File: config.mk
export PLATFORM = sky130hd
export DESIGN_NAME = clock_text_renderer_flat
export DESIGN_NICKNAME = d
export VERILOG_FILES = /design/src/rtl/clock_text_renderer_pkg.sv /design/src/rtl/clock_text_renderer_if.sv /design/src/rtl/text_blink_ctrl.sv /design/src/rtl/clock_text_renderer.sv /design/src/flat_wrapper.sv
export SDC_FILE = /design/constraint.sdc
export NUM_CORES = 1
export LEC_CHECK = 0
export BUFFER_PORTS_ARGS = -buffer_cell sky130_fd_sc_hd__clkbuf_2
export CAP_MARGIN = 10
export CORE_MARGIN = 4
export CORE_UTILIZATION = 25
export DETAILED_ROUTE_END_ITERATION = 12
export PLACE_DENSITY = 0.56
export SYNTH_ARGS = -nofsm -noshare
export SYNTH_HDL_FRONTEND = slang
export SYNTH_SLANG_ARGS = --single-unit
File: constraint.sdc
create_clock -name clk -period 1.86 [get_ports clk]
set_input_delay 0.093 -clock clk [delete_from_list [all_inputs] [get_ports clk]]
set_output_delay 0.093 -clock clk [all_outputs]
set_load 0.05 [all_outputs]
File: src/rtl/clock_text_renderer_pkg.sv
// Glyph codes and ROM bank mapping shared by the clock text renderer.
package clock_text_renderer_pkg;

    localparam logic [3:0] GLYPH_COLON = 4'd10;
    localparam logic [3:0] GLYPH_RING  = 4'd11;
    localparam logic [3:0] BANK_BASE   = 4'd4;
    localparam logic [3:0] BLANK_SEL   = 4'd0;

    // Each ROM bank holds four glyphs, so the upper two code bits pick the bank.
    function automatic logic [3:0] glyph_bank(input logic [3:0] glyph);
        return BANK_BASE + {2'b00, glyph[3:2]};
    endfunction

endpackage

File: src/rtl/clock_text_renderer_if.sv
// Video, time and glyph ROM signals between the raster environment and the renderer.
interface clock_text_renderer_if;

    logic        pixel_tick;
    logic        video_on;
    logic [9:0]  pixel_x;
    logic [9:0]  pixel_y;
    logic [23:0] bcd_time;
    logic        ring;
    logic [3:0]  rom_sel;
    logic [1:0]  rom_AD;
    logic [3:0]  rom_lsby;
    logic [7:0]  rom_data;
    logic        text_on;
    logic [11:0] text_rgb;

    modport master (
        output pixel_tick, video_on, pixel_x, pixel_y, bcd_time, ring, rom_data,
        input  rom_sel, rom_AD, rom_lsby, text_on, text_rgb
    );

    modport slave (
        input  pixel_tick, video_on, pixel_x, pixel_y, bcd_time, ring, rom_data,
        output rom_sel, rom_AD, rom_lsby, text_on, text_rgb
    );

endinterface

File: src/rtl/text_blink_ctrl.sv
// Frame-start detection, frame-synchronous time shadow and ring-glyph blink timing.
module text_blink_ctrl #(
    parameter int unsigned BLINK_FRAMES = 30
) (
    input  logic        clk,
    input  logic        reset,
    input  logic        pixel_tick,
    input  logic [9:0]  pixel_x,
    input  logic [9:0]  pixel_y,
    input  logic [23:0] bcd_time,
    input  logic        ring,
    output logic [23:0] shadow_time,
    output logic        blink_phase
);

    localparam int unsigned CNT_W = (BLINK_FRAMES > 1) ? $clog2(BLINK_FRAMES) : 1;
    localparam logic [CNT_W-1:0] CNT_LAST = CNT_W'(BLINK_FRAMES - 1);

    logic             frame_start;
    logic [23:0]      shadow_q, shadow_d;
    logic [CNT_W-1:0] cnt_q, cnt_d;
    logic             phase_q, phase_d;

    assign frame_start = pixel_tick && (pixel_x == 10'd0) && (pixel_y == 10'd0);

    always_comb begin
        shadow_d = frame_start ? bcd_time : shadow_q;
        cnt_d    = cnt_q;
        phase_d  = phase_q;
        // Holding phase high while idle makes the glyph visible as soon as ring asserts.
        if (!ring) begin
            cnt_d   = '0;
            phase_d = 1'b1;
        end else if (frame_start) begin
            if (cnt_q == CNT_LAST) begin
                cnt_d   = '0;
                phase_d = ~phase_q;
            end else begin
                cnt_d = cnt_q + CNT_W'(1);
            end
        end
    end

    always_ff @(posedge clk or posedge reset) begin
        if (reset) begin
            shadow_q <= '0;
            cnt_q    <= '0;
            phase_q  <= 1'b1;
        end else begin
            shadow_q <= shadow_d;
            cnt_q    <= cnt_d;
            phase_q  <= phase_d;
        end
    end

    assign shadow_time = shadow_q;
    assign blink_phase = phase_q;

endmodule

File: src/rtl/clock_text_renderer.sv
// Renders "HH:MM:SS" plus a blinking ring glyph from a combinational glyph ROM, 2-tick latency.
module clock_text_renderer
    import clock_text_renderer_pkg::*;
#(
    parameter int unsigned X0           = 256,
    parameter int unsigned Y0           = 224,
    parameter int unsigned SCALE_LOG2   = 1,
    parameter int unsigned BLINK_FRAMES = 30,
    parameter logic [11:0] FG_COLOR     = 12'hFFF
) (
    input logic                  clk,
    input logic                  reset,
    clock_text_renderer_if.slave bus
);

    localparam int unsigned CELL_W  = 8 << SCALE_LOG2;
    localparam int unsigned CELL_H  = 16 << SCALE_LOG2;
    localparam logic [10:0] X_BEGIN = 11'(X0);
    localparam logic [10:0] X_END   = 11'(X0 + 9 * CELL_W);
    localparam logic [10:0] Y_BEGIN = 11'(Y0);
    localparam logic [10:0] Y_END   = 11'(Y0 + CELL_H);

    logic [23:0] shadow_time;
    logic        blink_phase;

    text_blink_ctrl #(
        .BLINK_FRAMES(BLINK_FRAMES)
    ) u_blink (
        .clk        (clk),
        .reset      (reset),
        .pixel_tick (bus.pixel_tick),
        .pixel_x    (bus.pixel_x),
        .pixel_y    (bus.pixel_y),
        .bcd_time   (bus.bcd_time),
        .ring       (bus.ring),
        .shadow_time(shadow_time),
        .blink_phase(blink_phase)
    );

    logic       in_field;
    logic [9:0] dx, dy;
    logic [3:0] slot, row;
    logic [2:0] col;

    assign in_field = ({1'b0, bus.pixel_x} >= X_BEGIN) && ({1'b0, bus.pixel_x} < X_END) &&
                      ({1'b0, bus.pixel_y} >= Y_BEGIN) && ({1'b0, bus.pixel_y} < Y_END);
    assign dx   = bus.pixel_x - 10'(X0);
    assign dy   = bus.pixel_y - 10'(Y0);
    assign slot = 4'((dx >> SCALE_LOG2) >> 3);
    assign col  = 3'(dx >> SCALE_LOG2);
    assign row  = 4'(dy >> SCALE_LOG2);

    logic [3:0] glyph, sel_d, lsby_d;
    logic [1:0] ad_d;
    logic       shown, is_digit;

    always_comb begin
        glyph    = GLYPH_COLON;
        shown    = 1'b1;
        is_digit = 1'b1;
        case (slot)
            4'd0:       glyph = shadow_time[23:20];
            4'd1:       glyph = shadow_time[19:16];
            4'd3:       glyph = shadow_time[15:12];
            4'd4:       glyph = shadow_time[11:8];
            4'd6:       glyph = shadow_time[7:4];
            4'd7:       glyph = shadow_time[3:0];
            4'd2, 4'd5: is_digit = 1'b0;
            4'd8: begin
                glyph    = GLYPH_RING;
                is_digit = 1'b0;
                shown    = bus.ring & blink_phase;
            end
            default: begin
                is_digit = 1'b0;
                shown    = 1'b0;
            end
        endcase
        if (is_digit && (glyph > 4'd9)) shown = 1'b0;
        if (!in_field) shown = 1'b0;
        sel_d  = shown ? glyph_bank(glyph) : BLANK_SEL;
        ad_d   = shown ? glyph[1:0] : 2'd0;
        lsby_d = in_field ? row : 4'd0;
    end

    logic [3:0] rom_sel_q, rom_lsby_q;
    logic [1:0] rom_ad_q;
    logic [2:0] col_q;
    logic       in_field_q, video_on_q, text_on_q;

    always_ff @(posedge clk or posedge reset) begin
        if (reset) begin
            rom_sel_q  <= '0;
            rom_ad_q   <= '0;
            rom_lsby_q <= '0;
            col_q      <= '0;
            in_field_q <= 1'b0;
            video_on_q <= 1'b0;
            text_on_q  <= 1'b0;
        end else if (bus.pixel_tick) begin
            rom_sel_q  <= sel_d;
            rom_ad_q   <= ad_d;
            rom_lsby_q <= lsby_d;
            col_q      <= col;
            in_field_q <= in_field;
            video_on_q <= bus.video_on;
            // Bit 7 is the leftmost pixel, so ~col selects bit 7-col.
            text_on_q  <= bus.rom_data[~col_q] & in_field_q & video_on_q;
        end
    end

    assign bus.rom_sel  = rom_sel_q;
    assign bus.rom_AD   = rom_ad_q;
    assign bus.rom_lsby = rom_lsby_q;
    assign bus.text_on  = text_on_q;
    assign bus.text_rgb = text_on_q ? FG_COLOR : 12'h000;

endmodule

File: src/flat_wrapper.sv
// flat-port wrapper written by rule: the top's interface ports become plain ports
module clock_text_renderer_flat import clock_text_renderer_pkg::*;
#(
    parameter int unsigned X0           = 256,
    parameter int unsigned Y0           = 224,
    parameter int unsigned SCALE_LOG2   = 1,
    parameter int unsigned BLINK_FRAMES = 30,
    parameter logic [11:0] FG_COLOR     = 12'hFFF
)
  (clk, reset, bus_pixel_tick, bus_video_on, bus_pixel_x, bus_pixel_y, bus_bcd_time, bus_ring, bus_rom_data, bus_rom_sel, bus_rom_AD, bus_rom_lsby, bus_text_on, bus_text_rgb);
  clock_text_renderer_if bus_i ();
  input logic clk;
  input logic reset;
  input wire logic [$bits(bus_i.pixel_tick)-1:0] bus_pixel_tick;
  input wire logic [$bits(bus_i.video_on)-1:0] bus_video_on;
  input wire logic [$bits(bus_i.pixel_x)-1:0] bus_pixel_x;
  input wire logic [$bits(bus_i.pixel_y)-1:0] bus_pixel_y;
  input wire logic [$bits(bus_i.bcd_time)-1:0] bus_bcd_time;
  input wire logic [$bits(bus_i.ring)-1:0] bus_ring;
  input wire logic [$bits(bus_i.rom_data)-1:0] bus_rom_data;
  output wire logic [$bits(bus_i.rom_sel)-1:0] bus_rom_sel;
  output wire logic [$bits(bus_i.rom_AD)-1:0] bus_rom_AD;
  output wire logic [$bits(bus_i.rom_lsby)-1:0] bus_rom_lsby;
  output wire logic [$bits(bus_i.text_on)-1:0] bus_text_on;
  output wire logic [$bits(bus_i.text_rgb)-1:0] bus_text_rgb;
  assign bus_i.pixel_tick = bus_pixel_tick;
  assign bus_i.video_on = bus_video_on;
  assign bus_i.pixel_x = bus_pixel_x;
  assign bus_i.pixel_y = bus_pixel_y;
  assign bus_i.bcd_time = bus_bcd_time;
  assign bus_i.ring = bus_ring;
  assign bus_i.rom_data = bus_rom_data;
  assign bus_rom_sel = bus_i.rom_sel;
  assign bus_rom_AD = bus_i.rom_AD;
  assign bus_rom_lsby = bus_i.rom_lsby;
  assign bus_text_on = bus_i.text_on;
  assign bus_text_rgb = bus_i.text_rgb;
  clock_text_renderer #(.X0(X0), .Y0(Y0), .SCALE_LOG2(SCALE_LOG2), .BLINK_FRAMES(BLINK_FRAMES), .FG_COLOR(FG_COLOR)) u_core (.clk(clk), .reset(reset), .bus(bus_i));
endmodule
* After elaboration in Yosys (flattened, before gate mapping)
Cells that the tools add are included.
Word-level totals: register bits 46, input port bits 57, output and inout port bits 23, logic and storage cells 65
Cells by class: add/subtract/negate cells 4, $lt $le $gt $ge 6, eq/ne operators 11, muxes and demuxes 17, bitwise operators 5, reduce and logical (&&, ||, !) cells 12
Operators by type and width (number):
- one-hot mux 4 bit (7 select lines) | 1
- zero test 10 bit | 2
- less-than comparator 10 x 9 -> 1 bit, second input constant | 2
- equality test 4 x 3 -> 1 bit, second input constant | 4
- two-way mux 5 bit | 3
- two-way mux 12 bit | 1
- greater-or-equal comparator 10 x 8 -> 1 bit, second input constant | 1
- greater-or-equal comparator 10 x 9 -> 1 bit, second input constant | 1
- equality test 4 x 2 -> 1 bit, second input constant | 2
- two-way mux 4 bit | 2
- OR reduction 8 bit | 1
- subtractor 8 x 1 -> 8 bit, second input constant | 1
- two-way mux 1 bit | 7
- logical AND 1 bit | 6
- OR reduction 6 bit | 1
- adder 5 x 1 -> 5 bit, second input constant | 1
- equality test 5 bit, second input constant | 1
- subtractor 5 x 1 -> 5 bit, second input constant | 1
- adder 3 x 2 -> 4 bit, first input constant | 1
- equality test 4 x 1 -> 1 bit, second input constant | 1
- equality test 4 bit, second input constant | 1
- > comparator 4 bit, second input constant | 1
- zero test 4 bit | 1
- less-than comparator 3 x 4 -> 1 bit, second input constant | 1
- 8 further kinds | 11

* Logic depth before layout (Yosys ltp)
word-level depth 8, gate-level depth with buffers 8, gate-level depth less buffers 7

* Hierarchy
A second synthesis with hierarchy kept.
Second synthesis, totals: cells, all modules 205, area total of the unflattened synthesis 2512.4 sq um
Modules (own cells, without submodules):
- text_blink_ctrl | times used 1, cells each 94, area an instance 1380.1 sq um, seq. area each 752.0 sq um
- clock_text_renderer | times used 1, cells each 111, area an instance 1132.3 sq um, seq. area each 375.4 sq um

* Least setup slack after synthesis
OpenSTA, ideal clock, no wires.
path kind input to register, start point in bus_pixel_x[5], end point reg u_core.u_blink.cnt_q[4], setup time 140 ps, arrival 1371 ps, required time 1720 ps, path slack 349 ps, stages on the path 6, cell sequence buf_2 nor3_1 nand2_2 or3_4 o311ai_0 o41ai_1
Between the ends: longest elaborated chain between the ends 4
RTL lines:
- from (decl) | RTL line flat_wrapper.sv:16 | input wire logic [$bits(bus_i.pixel_x)-1:0] bus_pixel_x;
- zero test 10 bit | RTL line text_blink_ctrl.sv:24 | assign frame_start = pixel_tick && (pixel_x == 10'd0) && (pixel_y == 10'd0);
- logical AND 1 bit (2 in series) | RTL line text_blink_ctrl.sv:24
- != test 2 x 1 -> 1 bit (no source line)
- to (signal assigned) | RTL line text_blink_ctrl.sv:51 | cnt_q <= cnt_d;
- to (decl) | RTL line text_blink_ctrl.sv:21 | logic [CNT_W-1:0] cnt_q, cnt_d;
Every way passes these cells. A chain may end at the register's enable or synchronous reset.

* Final worst setup path
start point reg u_core.u_blink.shadow_q[14] (netlist: u_core.u_blink.shadow_time[14]), end point reg u_core.rom_sel_q[1] (netlist: u_core.bus.rom_sel[1])
Between the ends: longest elaborated chain between the ends 6, elaborated cells on any way between the ends 7, classes of those cells add/sub: 1; order compare: 1; mux: 4; reduce/logical: 1
RTL lines:
- from (decl) | RTL line text_blink_ctrl.sv:20 | logic [23:0] shadow_q, shadow_d;
- from (signal assigned) | RTL line text_blink_ctrl.sv:50 | shadow_q <= shadow_d;
- one-hot mux 4 bit (7 select lines) (*) | RTL line clock_text_renderer.sv:61 | case (slot)
- > comparator 4 bit | RTL line clock_text_renderer.sv:79 | if (is_digit && (glyph > 4'd9)) shown = 1'b0;
- logical AND 1 bit | RTL line clock_text_renderer.sv:79
- two-way mux 1 bit | RTL line clock_text_renderer.sv:79
- two-way mux 1 bit | RTL line clock_text_renderer.sv:80 | if (!in_field) shown = 1'b0;
- two-way mux 4 bit (*) | RTL line clock_text_renderer.sv:81 | sel_d = shown ? glyph_bank(glyph) : BLANK_SEL;
- to (signal assigned) | RTL line clock_text_renderer.sv:101 | rom_sel_q <= sel_d;
- to (decl) | RTL line clock_text_renderer.sv:86 | logic [3:0] rom_sel_q, rom_lsby_q;
Mark *: on every way between the ends. The rest lies on a longest branch, timed or not.

==> impl_metrics.tcl <==
set metrics [dict create \
    hold_class "input port to flip-flop" \
    synth.net_count 315 \
    cp.arrival_ns 1.77 \
    n_fill_cell 975 \
    clockBufferDepth 2 \
    htreeDepth 2 \
    cpLargestDelayFamily "compound AO/OA/AOI/OAI gates" \
    ys.flop_type "dfrtp_1" \
    port_buffers 78 \
    synthArstFlopShare_pct 100.0 \
    ir_drop_mv 0.2870 \
    cap_violations 0 \
    pre_cts_ws_ns 0.1473 \
    cp_cell_sequence "mux2_2 -> a311oi_1 -> buf_4 -> a21oi_1 -> o32ai_1" \
    ctsHoldBuffers 13 \
    netlist.top_cell.by_area "dfrtp_1" \
    worst-path-buf-inv 1 \
    clockRootBuffer "clkbuf_8" \
    netlist_area_um2 2375 \
    final_area_um2 3107 \
    yosysSeqAreaShare_pct 47.47 \
    yosys_register_bits 45 \
    end_kind "flip-flop" \
    cp_max_fo 3 \
    grt_max_degree 27 \
    via_per_inst 4.357 \
    gp_congestion 0.8210 \
    numCtsBuffers 5 \
    outcome "finished, final reports clean" \
    ys_warn_count 0 \
    ant_nets 0 \
    period_minus_slack_ns 1.580 \
    drive_gt1_share_pct 32.46 \
    syn2layout_area_growth_pct 30.82 \
    finalNonFillerCells 474 \
    grt_pass1_vias 2051 \
    cts-resized-gates 0 \
    drt_iter0_markers 73 \
    leakage_uw 0.001577 \
    finalCritPeriodShare_pct 84.96 \
    slowest_stage "dfrtp_1" \
    synth_area_leaders "dfrtp_1 (46%), nand2_1 (13%), buf_4 (4.1%)" \
    drc 0 \
    final_nets 403 \
    wirelength_um 5944 \
    fin_ws_ns 0.2798 \
    grt_overflow 0 \
    dr.pass1.iters 4 \
    cts_setup_buffers 0 \
    yosys.area.top_type_share_pct 46.36 \
    die_h_um 105.5 \
    grt_use_total_pct 10.67 \
    worstSetupPathType "flip-flop to flip-flop" \
    dp_cells 453 \
    synth_common_cells "nand2_1 (81), dfrtp_1 (44), nor2_1 (14)" \
    p_per_area_nw_per_um2 595.8 \
    top_level_ports 80 \
    diodes 0 \
    grt_pass1_wl_um 9570 \
    initial_core_util_pct 25.70 \
    avgSynthCellArea_um2 9.276 \
    worstPathRequired_ns 2.05 \
    start_kind "flip-flop" \
    hpwl_um 4673 \
    yosysUniqueCellTypes 42 \
    relSlewSlack_pct 57.69 \
    synth-edff-count 0 \
    setup_tns_ns 0 \
    die-area_um2 11120 \
    fmax_mhz 632.8 \
    antenna_found_initial 0 \
    worstMarginPinSlew_ns 0.6307 \
    cts_tree "yes" \
    vias 2065 \
    insertion_delay_ns 0.30 \
    clock_skew_ns 0.007474 \
    finalHoldViolCount 0 \
    fp.dieW_um 105.5 \
    cpPeakStageDelay_ns 0.39 \
    synthesis.instances 256 \
    drv_slew 0 \
    synth_most_common_cell "nand2_1" \
    rsz0062_at_grt "no" \
    setup_viol 0 \
    rows 35 \
    postLayoutCoreUtil_pct 33.62 \
    wl_per_cell_um 12.54 \
    cts_sinks 45 \
    cts.clk_slew.worst_paths_ns 0.08 \
    place_area_um2 2887 \
    core_um2 9240 \
]
-- per-stage QoR --
step,total power [uW],hold slack [ns]
finish,1851,0.001732
detailed placement,1224,0.1131
global route,1942,0.009605
global placement,1223,0.1170
CTS,1876,0.0009876
floorplan,1119,0.1323
-- power by group --
group          total, uW  switching [uW]  internal (uW)
logic                227             110            117
registers            994            7.75            987
clock network        630             326            304
total               1850             443           1410
-- routing by layer --
layer	global-route usage [%]	part of all wire [%]
met1	13.47	46
met2	18.26	47
met3	2.633	6.8
met4	2.530	0.57
met5	0	0
-- path summary, 6_finish.rpt --
path	from	endpoint	slack (ns)	cells past startpoint
worst min-delay path	bus_bcd_time[14]	u_core.u_blink.shadow_time[14]	0.002	3
worst max register to register	u_core.u_blink.shadow_time[14]	u_core.bus.rom_sel[1]	0.28	5
worst min register to register	u_core.u_blink.shadow_time[11]	u_core.u_blink.shadow_time[11]	0.47	2
max in group asynchronous	reset	u_core.u_blink.shadow_time[8]	0.98	4
min in group asynchronous	reset	u_core.bus.rom_lsby[0]	0.34	3
worst max-delay path	u_core.u_blink.shadow_time[14]	u_core.bus.rom_sel[1]	0.28	5
-- placed cells by master (no fill, tap or decap), drive strengths merged, types with 5 or more instances in the layout --
cell,instances
mux2,5
nor3,6
nand3,5
inv,9
dfrtp,44
nand2,83
nor4,5
o21ai,5
dlygate4sd3,13
buf,14
mux2i,8
a21oi,5
clkbuf,86
nor2,14
-- kinds of logic (layout without fill, tap and decap cells) --
kind of cell | after synthesis | count (layout) | synth area share, %
AO/OA/AOI/OAI | 33 | 33 | 10.22
AND/OR/NAND/NOR | 125 | 125 | 24.34
flip-flops | 45 | 45 | 47.47
other | 1 | 1 | 0.1579
multiplexers | 15 | 15 | 7.639
adder cells (fa/ha/maj) | 2 | 2 | 1.054
buffers and inverters | 34 | 123 | 8.746
XOR/XNOR | 1 | 1 | 0.3689
-- final cells by class --
class / count / area, um2 / area share [%]
inverters: 10 / 37.54 / 1.208
multi-input cells: 177 / 1040 / 33.47
clock buffers: 8 / 90.09 / 2.900
repair buffers: 105 / 650.6 / 20.94
well taps: 129 / 161.4 / 5.195
flip-flops and latches: 45 / 1127 / 36.29
-- state kept, by name, summed over array words and instances (netlist names) --
name and count:
u_core.in_field_q 1, u_core.video_on_q 1, u_core.col_q 3, u_core.u_blink.blink_phase 1
u_core.bus.rom_lsby 4, u_core.u_blink.shadow_time 24, u_core.u_blink.cnt_q 5, u_core.bus.rom_AD 2
u_core.bus.rom_sel 3, u_core.bus.text_on 1
-- worst reg2reg max path: stages, from the launching register on --
cell	delay, ns
dfrtp_1	0.39
mux2_2	0.27
a311oi_1	0.33
buf_4	0.18
a21oi_1	0.07
o32ai_1	0.24
Note: power is estimated with default switching activity, not from simulation.
